## config.mk

```make
export PLATFORM = sky130hd
export DESIGN_NAME = pipe_ctrl
export DESIGN_NICKNAME = d
export VERILOG_FILES = /design/src/rtl/pipe_ctrl_pkg.sv /design/src/rtl/pipe_ctrl_stall_watchdog.sv /design/src/rtl/pipe_ctrl.sv
export SDC_FILE = /design/constraint.sdc
export NUM_CORES = 1
export LEC_CHECK = 0
export ABC_AREA = 1
export ABC_CLOCK_PERIOD_IN_PS = 1350
export CORE_AREA = 2 2 107 109
export CTS_CLUSTER_SIZE = 40
export DETAILED_ROUTE_END_ITERATION = 8
export DIE_AREA = 0 0 109 111
export PLACE_DENSITY = 0.61
export REMOVE_ABC_BUFFERS = 1
export SYNTH_ARGS = -nofsm -noshare
export SYNTH_HDL_FRONTEND = slang
export SYNTH_HIERARCHICAL = 1
export SYNTH_SLANG_ARGS = --single-unit
```

## constraint.sdc

```tcl
create_clock -name clk -period 1.35 [get_ports clk]
set_clock_uncertainty 0.15 [all_clocks]
set_input_delay 0.2025 -clock clk [delete_from_list [all_inputs] [get_ports clk]]
set_output_delay 0.2025 -clock clk [all_outputs]
set_load 0.01 [all_outputs]
```

## src/rtl/pipe_ctrl_pkg.sv

```systemverilog
`default_nettype none
// ============================================================================
// Module      : pipe_ctrl_pkg
// Description : Shared constants, state type and stall priority encoder for
//               the five-stage pipeline controller.
//               Stall vector bit map: bit0 pc, bit1 if, bit2 id, bit3 ex,
//               bit4 mem, bit5 wb (1 = hold).
// Revision    : 1.0 - initial release
// ============================================================================
package pipe_ctrl_pkg;

  // Stall vector encodings: a stalled stage also holds every earlier stage.
  localparam logic [5:0] StallNone = 6'b000000;
  localparam logic [5:0] StallIf   = 6'b000011;
  localparam logic [5:0] StallId   = 6'b000111;
  localparam logic [5:0] StallEx   = 6'b001111;
  localparam logic [5:0] StallMem  = 6'b011111;
  localparam logic [5:0] StallAll  = 6'b111111;

  localparam logic [31:0] ZeroWord         = 32'h0000_0000;
  localparam logic [31:0] ExcEret          = 32'h0000_000e;
  localparam logic [31:0] ExcVectorDefault = 32'h0000_0020;

  localparam logic Flush        = 1'b1;
  localparam logic StallEnable  = 1'b1;
  localparam logic StallDisable = 1'b0;

  typedef enum logic [0:0] {
    RUN   = 1'b0,
    FLUSH = 1'b1
  } state_e;

  // Highest (latest) requesting stage wins.
  function automatic logic [5:0] stall_encode(input logic req_mem,
                                              input logic req_ex,
                                              input logic req_id,
                                              input logic req_if);
    logic [5:0] enc;
    enc = StallNone;
    if (req_mem)     enc = StallMem;
    else if (req_ex) enc = StallEx;
    else if (req_id) enc = StallId;
    else if (req_if) enc = StallIf;
    return enc;
  endfunction

endpackage
`default_nettype wire

```

## src/rtl/pipe_ctrl_stall_watchdog.sv

```systemverilog
`default_nettype none
// ============================================================================
// Module      : pipe_ctrl_stall_watchdog
// Description : Counts consecutive stalled cycles and emits one pulse per
//               stall episode once the episode reaches STALL_LIMIT cycles.
// Ports       : clk             - system clock
//               rst             - asynchronous reset, active low
//               stalled_i       - pipeline is stalled in normal run this cycle
//               stall_timeout_o - one-cycle pulse on the STALL_LIMIT-th
//                                 consecutive stalled cycle
// Revision    : 1.0 - initial release
// ============================================================================
module pipe_ctrl_stall_watchdog #(
  parameter int unsigned STALL_LIMIT = 1024,
  parameter int unsigned CNT_W       = 16
) (
  input  logic clk,
  input  logic rst,
  input  logic stalled_i,
  output logic stall_timeout_o
);

  localparam logic [CNT_W-1:0] C_LIMIT    = CNT_W'(STALL_LIMIT);
  localparam logic [CNT_W-1:0] C_LIMIT_M1 = CNT_W'(STALL_LIMIT - 1);

  logic [CNT_W-1:0] count_q;
  logic [CNT_W-1:0] count_d;

  // count_q holds the number of stalled cycles already completed in this
  // episode, so a value of LIMIT-1 while still stalled marks the LIMIT-th
  // cycle. Saturating at LIMIT (one past the trigger value) keeps the pulse
  // from repeating until the stall clears.
  always_comb begin
    count_d = count_q;
    if (!stalled_i) begin
      count_d = '0;
    end else if (count_q >= C_LIMIT_M1) begin
      count_d = C_LIMIT;
    end else begin
      count_d = count_q + CNT_W'(1);
    end
  end

  always_ff @(posedge clk or negedge rst) begin
    if (!rst) begin
      count_q <= '0;
    end else begin
      count_q <= count_d;
    end
  end

  assign stall_timeout_o = stalled_i && (count_q == C_LIMIT_M1);

endmodule
`default_nettype wire

```

## src/rtl/pipe_ctrl.sv

```systemverilog
`default_nettype none
// ============================================================================
// Module      : pipe_ctrl
// Description : Central pipeline controller. Priority-encodes per-stage stall
//               requests, sequences exception/eret redirection as a one-cycle
//               freeze followed by a one-cycle flush, and watches for stalls
//               that last too long.
// Ports       : clk               - system clock
//               rst               - asynchronous reset, active low
//               stallreq_from_*   - stall requests from if/id/ex/mem
//               excepttype_i      - exception code from MEM, 0 = none
//               cp0_epc_i         - current EPC, target of eret
//               stall[5:0]        - per-register hold vector
//               flush             - clear all pipeline registers
//               new_pc[31:0]      - redirect target, valid while flush=1
//               stall_timeout     - watchdog pulse
// Revision    : 1.0 - initial release
// ============================================================================
module pipe_ctrl
  import pipe_ctrl_pkg::*;
#(
  parameter logic [31:0] EXC_VECTOR  = ExcVectorDefault,
  parameter int unsigned STALL_LIMIT = 1024,
  parameter int unsigned CNT_W       = 16
) (
  input  logic        clk,
  input  logic        rst,
  input  logic        stallreq_from_if,
  input  logic        stallreq_from_id,
  input  logic        stallreq_from_ex,
  input  logic        stallreq_from_mem,
  input  logic [31:0] excepttype_i,
  input  logic [31:0] cp0_epc_i,
  output logic [5:0]  stall,
  output logic        flush,
  output logic [31:0] new_pc,
  output logic        stall_timeout
);

  state_e      state_q;
  state_e      state_d;
  logic [31:0] new_pc_q;
  logic [31:0] new_pc_d;
  logic [5:0]  stall_comb;
  logic        wd_stalled;

  // During FLUSH the MEM stage contents are being discarded, so requests and
  // exception codes are ignored and the stall vector stays clear.
  always_comb begin
    state_d    = state_q;
    new_pc_d   = new_pc_q;
    stall_comb = StallNone;
    wd_stalled = StallDisable;
    unique case (state_q)
      RUN: begin
        if (excepttype_i != ZeroWord) begin
          stall_comb = StallAll;
          state_d    = FLUSH;
          new_pc_d   = (excepttype_i == ExcEret) ? cp0_epc_i : EXC_VECTOR;
        end else begin
          stall_comb = stall_encode(stallreq_from_mem, stallreq_from_ex,
                                    stallreq_from_id, stallreq_from_if);
          wd_stalled = (stall_comb != StallNone) ? StallEnable : StallDisable;
        end
      end
      FLUSH: begin
        state_d = RUN;
      end
      default: begin
        state_d = RUN;
      end
    endcase
  end

  always_ff @(posedge clk or negedge rst) begin
    if (!rst) begin
      state_q  <= RUN;
      new_pc_q <= ZeroWord;
    end else begin
      state_q  <= state_d;
      new_pc_q <= new_pc_d;
    end
  end

  // stall is combinational, so it is gated by reset directly.
  assign stall  = rst ? stall_comb : StallNone;
  assign flush  = (state_q == FLUSH) ? Flush : ~Flush;
  assign new_pc = new_pc_q;

  pipe_ctrl_stall_watchdog #(
    .STALL_LIMIT (STALL_LIMIT),
    .CNT_W       (CNT_W)
  ) u_stall_watchdog (
    .clk             (clk),
    .rst             (rst),
    .stalled_i       (rst && wd_stalled),
    .stall_timeout_o (stall_timeout)
  );

endmodule
`default_nettype wire
```

Word-level counts from Yosys, hierarchy flattened
Index checks and enable logic that the tools add are counted.
- register bits after elaboration: 49
- input port bits: 70
- output and inout bits: 40
- word-level logic and storage cells: 31
- $add $sub $neg: 1
- order comparisons: 1
- equal/unequal tests: 2
- muxes and demuxes: 18
- bitwise gates (word level): 1
- reductions and logical operators: 5
- operators with widths (kind ; number):
    == test 32 x 4 -> 1 bit (second input constant) ; 1
    two-way mux 16 bit ; 2
    two-way mux 32 bit ; 1
    nonzero test 32 bit ; 1
    two-way mux 6 bit ; 5
    adder 16 x 1 -> 16 bit (second input constant) ; 1
    == test 16 x 10 -> 1 bit (second input constant) ; 1
    greater-or-equal comparator 16 x 10 -> 1 bit (second input constant) ; 1
    nonzero test 6 bit ; 1
    two-way mux 1 bit ; 5
    two-way mux 5 bit ; 1
    two-way mux 4 bit ; 1
    two-way mux 3 bit ; 1
    logical AND 1 bit ; 2
    two-way mux 2 bit ; 1
    case mux 1 bit (2 select lines) ; 1
    AND reduction 2 bit ; 1
    inverter 1 bit ; 1

Longest topological paths before layout
- depth after elaboration: 12
- depth in mapped cells: 10
- mapped depth without buffers: 9

By module
Netlist, hierarchy kept.
- modules (own cells, without submodules) (module ; instances ; cells each ; area an instance (µm²) ; sequential area each (µm²)):
    pipe_ctrl ; 1 ; 279 ; 1888.1 ; 825.8
    pipe_ctrl_stall_watchdog ; 1 ; 78 ; 774.5 ; 400.4

Worst setup path before layout
OpenSTA, ideal clock, no wires.
- kind: register to output
- start: register state_q
- end: output port stall_timeout
- arrival: 1.243 ns
- data required time: 0.998 ns
- setup slack: -0.246 ns
- stages on the path, launching flop included: 6
- path buffers: 0
- cells stage by stage: dfrtp_1 > nor2_1 > o21ai_0 > nor3_1 > nand2_2 > nor2_1
- longest elaborated chain between the ends: 3
- RTL lines (element ; RTL line ; source):
    start, declared ; pipe_ctrl.sv:40 ; state_e state_q;
    start signal, assigned ; pipe_ctrl.sv:80 ; state_q <= state_d;
    two-way mux 1 bit ; pipe_ctrl.sv:54 ; unique case (state_q)
    logical AND 1 bit ; pipe_ctrl.sv:96 ; .stalled_i (rst && wd_stalled),
    logical AND 1 bit ; pipe_ctrl_stall_watchdog.sv:52 ; assign stall_timeout_o = stalled_i && (count_q == C_LIMIT_M1);
    end, declared ; pipe_ctrl.sv:37 ; output logic stall_timeout
No other way between the ends.

Worst setup path after layout
Ends and elaborated chain as after synthesis.

==> out/metrics.csv <==
stage,metric,value,unit
outcome,status,"finished, violations left",
outcome,violated checks,negative setup slack,
floorplanning,width of the chip,109,µm
critical_path,Crit path arrival time,1450,ps
layout,"most common cell after layout, fill and taps aside",nand2_1,
drt,Routed Antenna Nets,0,
clocking,cell at the root of the clock tree,clkbuf_16,
global_routing,antenna violations before repair,0,
global_routing,GRT Util Overall,13.45,%
synthesis,cell type with the largest total area after synthesis,dfrtp_1,
synthesis,area share of and/or/nand/nor cells after synthesis,37.08,%
sta,final worst setup slack,-449.4,ps
pwr,maximum VDD drop,0.4035,mV
clocking,maximum count of clock buffers along a single path,2,
floorplanning,Initial Utilization,24.04,%
place,total of buffers placed on input and output ports,109,
clocking,clock sink count,49,
layout,total inserted antenna cells,0,
clocking,number of buffers created by CTS,5,
drt,initial DRC count,105,
sta,number of max-slew violations in the final report,0,
drt,number of iterations in the first detailed-routing pass,4,
sta,Final min period,1799,ps
synthesis,share of synthesized area occupied by flip-flops and latches,46.05,%
synthesis,gate count after technology mapping,357,
synthesis,Syn. warnings,6,
synthesis,Post-Synth XOR/XNOR Area,1.645,%
layout,number of filler cells placed in the layout,1120,
clocking,insertion delay to the later sink of the worst-skew pair,280,ps
clocking,clock tree from TritonCTS,built,
run,count of max-cap constraint violations,0,
drt,drc violations,0,
global_routing,Congestion Overflow GR,0,
sta,Max Freq,0.5557,GHz
critical_path,Setup CP Type,flip-flop to output pin,
sta,number of setup violations in the final report,51,
place,number of placed instances with taps included,632,
layout,Post-layout nets,594,
place,RD Place Congestion,0.7760,
sta,transition at the pin with the smallest max-transition slack,637.7,ps
layout,share of layout cells above drive strength 1,32.76,%
clocking,H-tree depth,2,
synthesis,Synth cell types,27,
floorplanning,die outline area,0.01210,mm²
synthesis,main combinational cell family by area after synthesis,simple AND/OR/NAND/NOR gates,
sta,"Period Utilization, post-route",133.3,%
floorplanning,number of standard-cell rows in the floorplan,39,
layout,"commonest cells after routing, fill and taps aside","nand2_1 (115), inv_1 (52), dfrtp_1 (49)",
synthesis,average instance area after synthesis,7.458,µm²
sta,Final Hold Viols,0,
sta,setup repair after global routing missed its margin,true,
hold_path,worst hold path class,input pin to flip-flop,
place,total cell area at the placement stage,0.004076,mm²
place,pre-CTS WS,-1068,ps
synthesis,Seq cells post-synth,49,
layout,area added between synthesis and finish,71.95,%
synthesis,area fraction of the dominant cell type after synthesis,46.05,%
synthesis,multiplexer share of the synthesized area,0,%
drt,via/cell ratio,3.968,
critical_path,crit end category,output pin,
synthesis,post-synthesis compound-gate area fraction,2.303,%
drt,routed len/inst,13.07,µm
critical_path,kind of start point of the critical path,flip-flop,
pwr,total power per unit cell area,649.0,mW/mm²
layout,post-route cell area,0.004578,mm²
global_routing,global-route wire length before repair,12.79,mm
synthesis,Post-Synth Adder-Cell Area,0.4699,%
floorplanning,number of top-level pins,110,
pwr,leakage power total,2.505,nW
synthesis,netlist area before placement,0.002663,mm²
place,DP HPWL,5.017,mm
sta,worst max-slew margin expressed relative to the limit,57.49,%
drt,via count,2639,
clocking,clock-pin slew on the worst setup and hold paths,60,ps
global_routing,vias in the first global route,2644,
critical_path,CP Max Fanout,3,
critical_path,"Req. time, crit path",1000,ps
drt,wire length after detailed routing,8.694,mm
global_routing,pin count of the biggest net entering global routing,50,
floorplanning,core region area,0.01108,mm²
floorplanning,floorplan die height,111,µm
layout,non-filler cells in the finished layout,665,
synthesis,synth top area cells,"dfrtp_1 (46%), nand2_1 (18%), nor2_1 (9.0%)",
==> registers in the layout, indices dropped and copies added, names as in the netlist <==
name                      count
u_stall_watchdog/count_q     16
state_q                       1
new_pc                       32
==> cells in the mapped netlist (all sizes together) <==
cell    instances
a21o            1
a21oi           4
nor3            2
ha              1
nand2         133
o21bai          1
dfrtp          49
o21ai           3
nand3b          2
xor2            2
buf            10
inv            56
conb            1
nor2           82
nand3           5
or2             1
xnor2           3
clkinv          1
==> cell families after synthesis <==
group                    Yosys count
AND/OR/NAND/NOR                  225
buffers and inverters             67
flip-flops                        49
AO/OA/AOI/OAI                      9
XOR/XNOR                           5
adder cells (fa/ha/maj)            1
other                              1
==> area by class of cell <==
cell class | instances | area [µm²] | share of cell area, %
clock buffer | 5 | 125.1 | 2.733
clock inverter | 1 | 5.005 | 0.1093
inverter | 57 | 221.5 | 4.837
multi-input combinational | 249 | 1361 | 29.74
sequential | 49 | 1226 | 26.78
tap | 143 | 178.9 | 3.908
timing repair buffer | 161 | 1460 | 31.89
==> through the flow <==
| stage | setup TNS (ps) | hold WS [ps] | power [W] | util [%] |
|---|---|---|---|---|
| after global placement | -44380 | 235.9 | 0.001839 | 36.80 |
| after detailed placement | -44980 | 231.3 | 0.001841 | 36.80 |
| after floorplan | -3464 | -243.1 | 0.001571 | - |
| after global routing | -12210 | 329.3 | 0.003122 | 41.33 |
| final | -9005 | 283.2 | 0.002971 | 41.33 |
| after CTS | -10830 | 327.9 | 0.003013 | 38.78 |
==> where the power goes <==
part | internal (W) | leakage (nW) | total [W] | switching, W
clock | 0.000662 | 0.0655 | 0.00117 | 0.000504
sequential | 0.00148 | 0.669 | 0.00148 | 0.00000171
combinational | 0.000190 | 1.77 | 0.000327 | 0.000137
total | 0.00233 | 2.51 | 0.00297 | 0.000643
==> worst max-delay path: stages (launching register included) <==
cell	delay, ps
dfrtp_1	410
nor2_4	120
o21ai_2	80
nor3_2	120
buf_4	160
nand2_4	50
nor2_1	100
buf_2	130
==> final timing paths <==
kind                                                    end             from  depth (start not counted)  slack [ps]
worst min-delay path                              new_pc[5]  excepttype_i[2]                          8         280
worst max register to register  u_stall_watchdog/count_q[3]          state_q                         10        -310
worst max-delay path                          stall_timeout          state_q                          7        -450
min in group asynchronous                        new_pc[23]              rst                          3         450
worst min register to register                   new_pc[26]       new_pc[26]                          2         320
max in group asynchronous       u_stall_watchdog/count_q[5]              rst                          3         150
==> metal layers <==
metal / wire length [µm] / vias to the layer above / track usage [%]
met4: 87 / 0 / 3.333
met3: 275 / 8 / 2.763
li1: - / 1364 / -
met1: 3811 / 1214 / 16.81
met2: 4519 / 53 / 23.35
met5: 0 / - / 0
==> what timing repair did <==
item	CTS	global route
setup buffers	8	13
pin swaps	54	21
gates cloned	3	7
setup endpoints to repair	84	61
endpoints found under the hold margin	49	0
hold buffers	1	0
gates resized for setup	137	120
(Power assumes the default switching activity.)
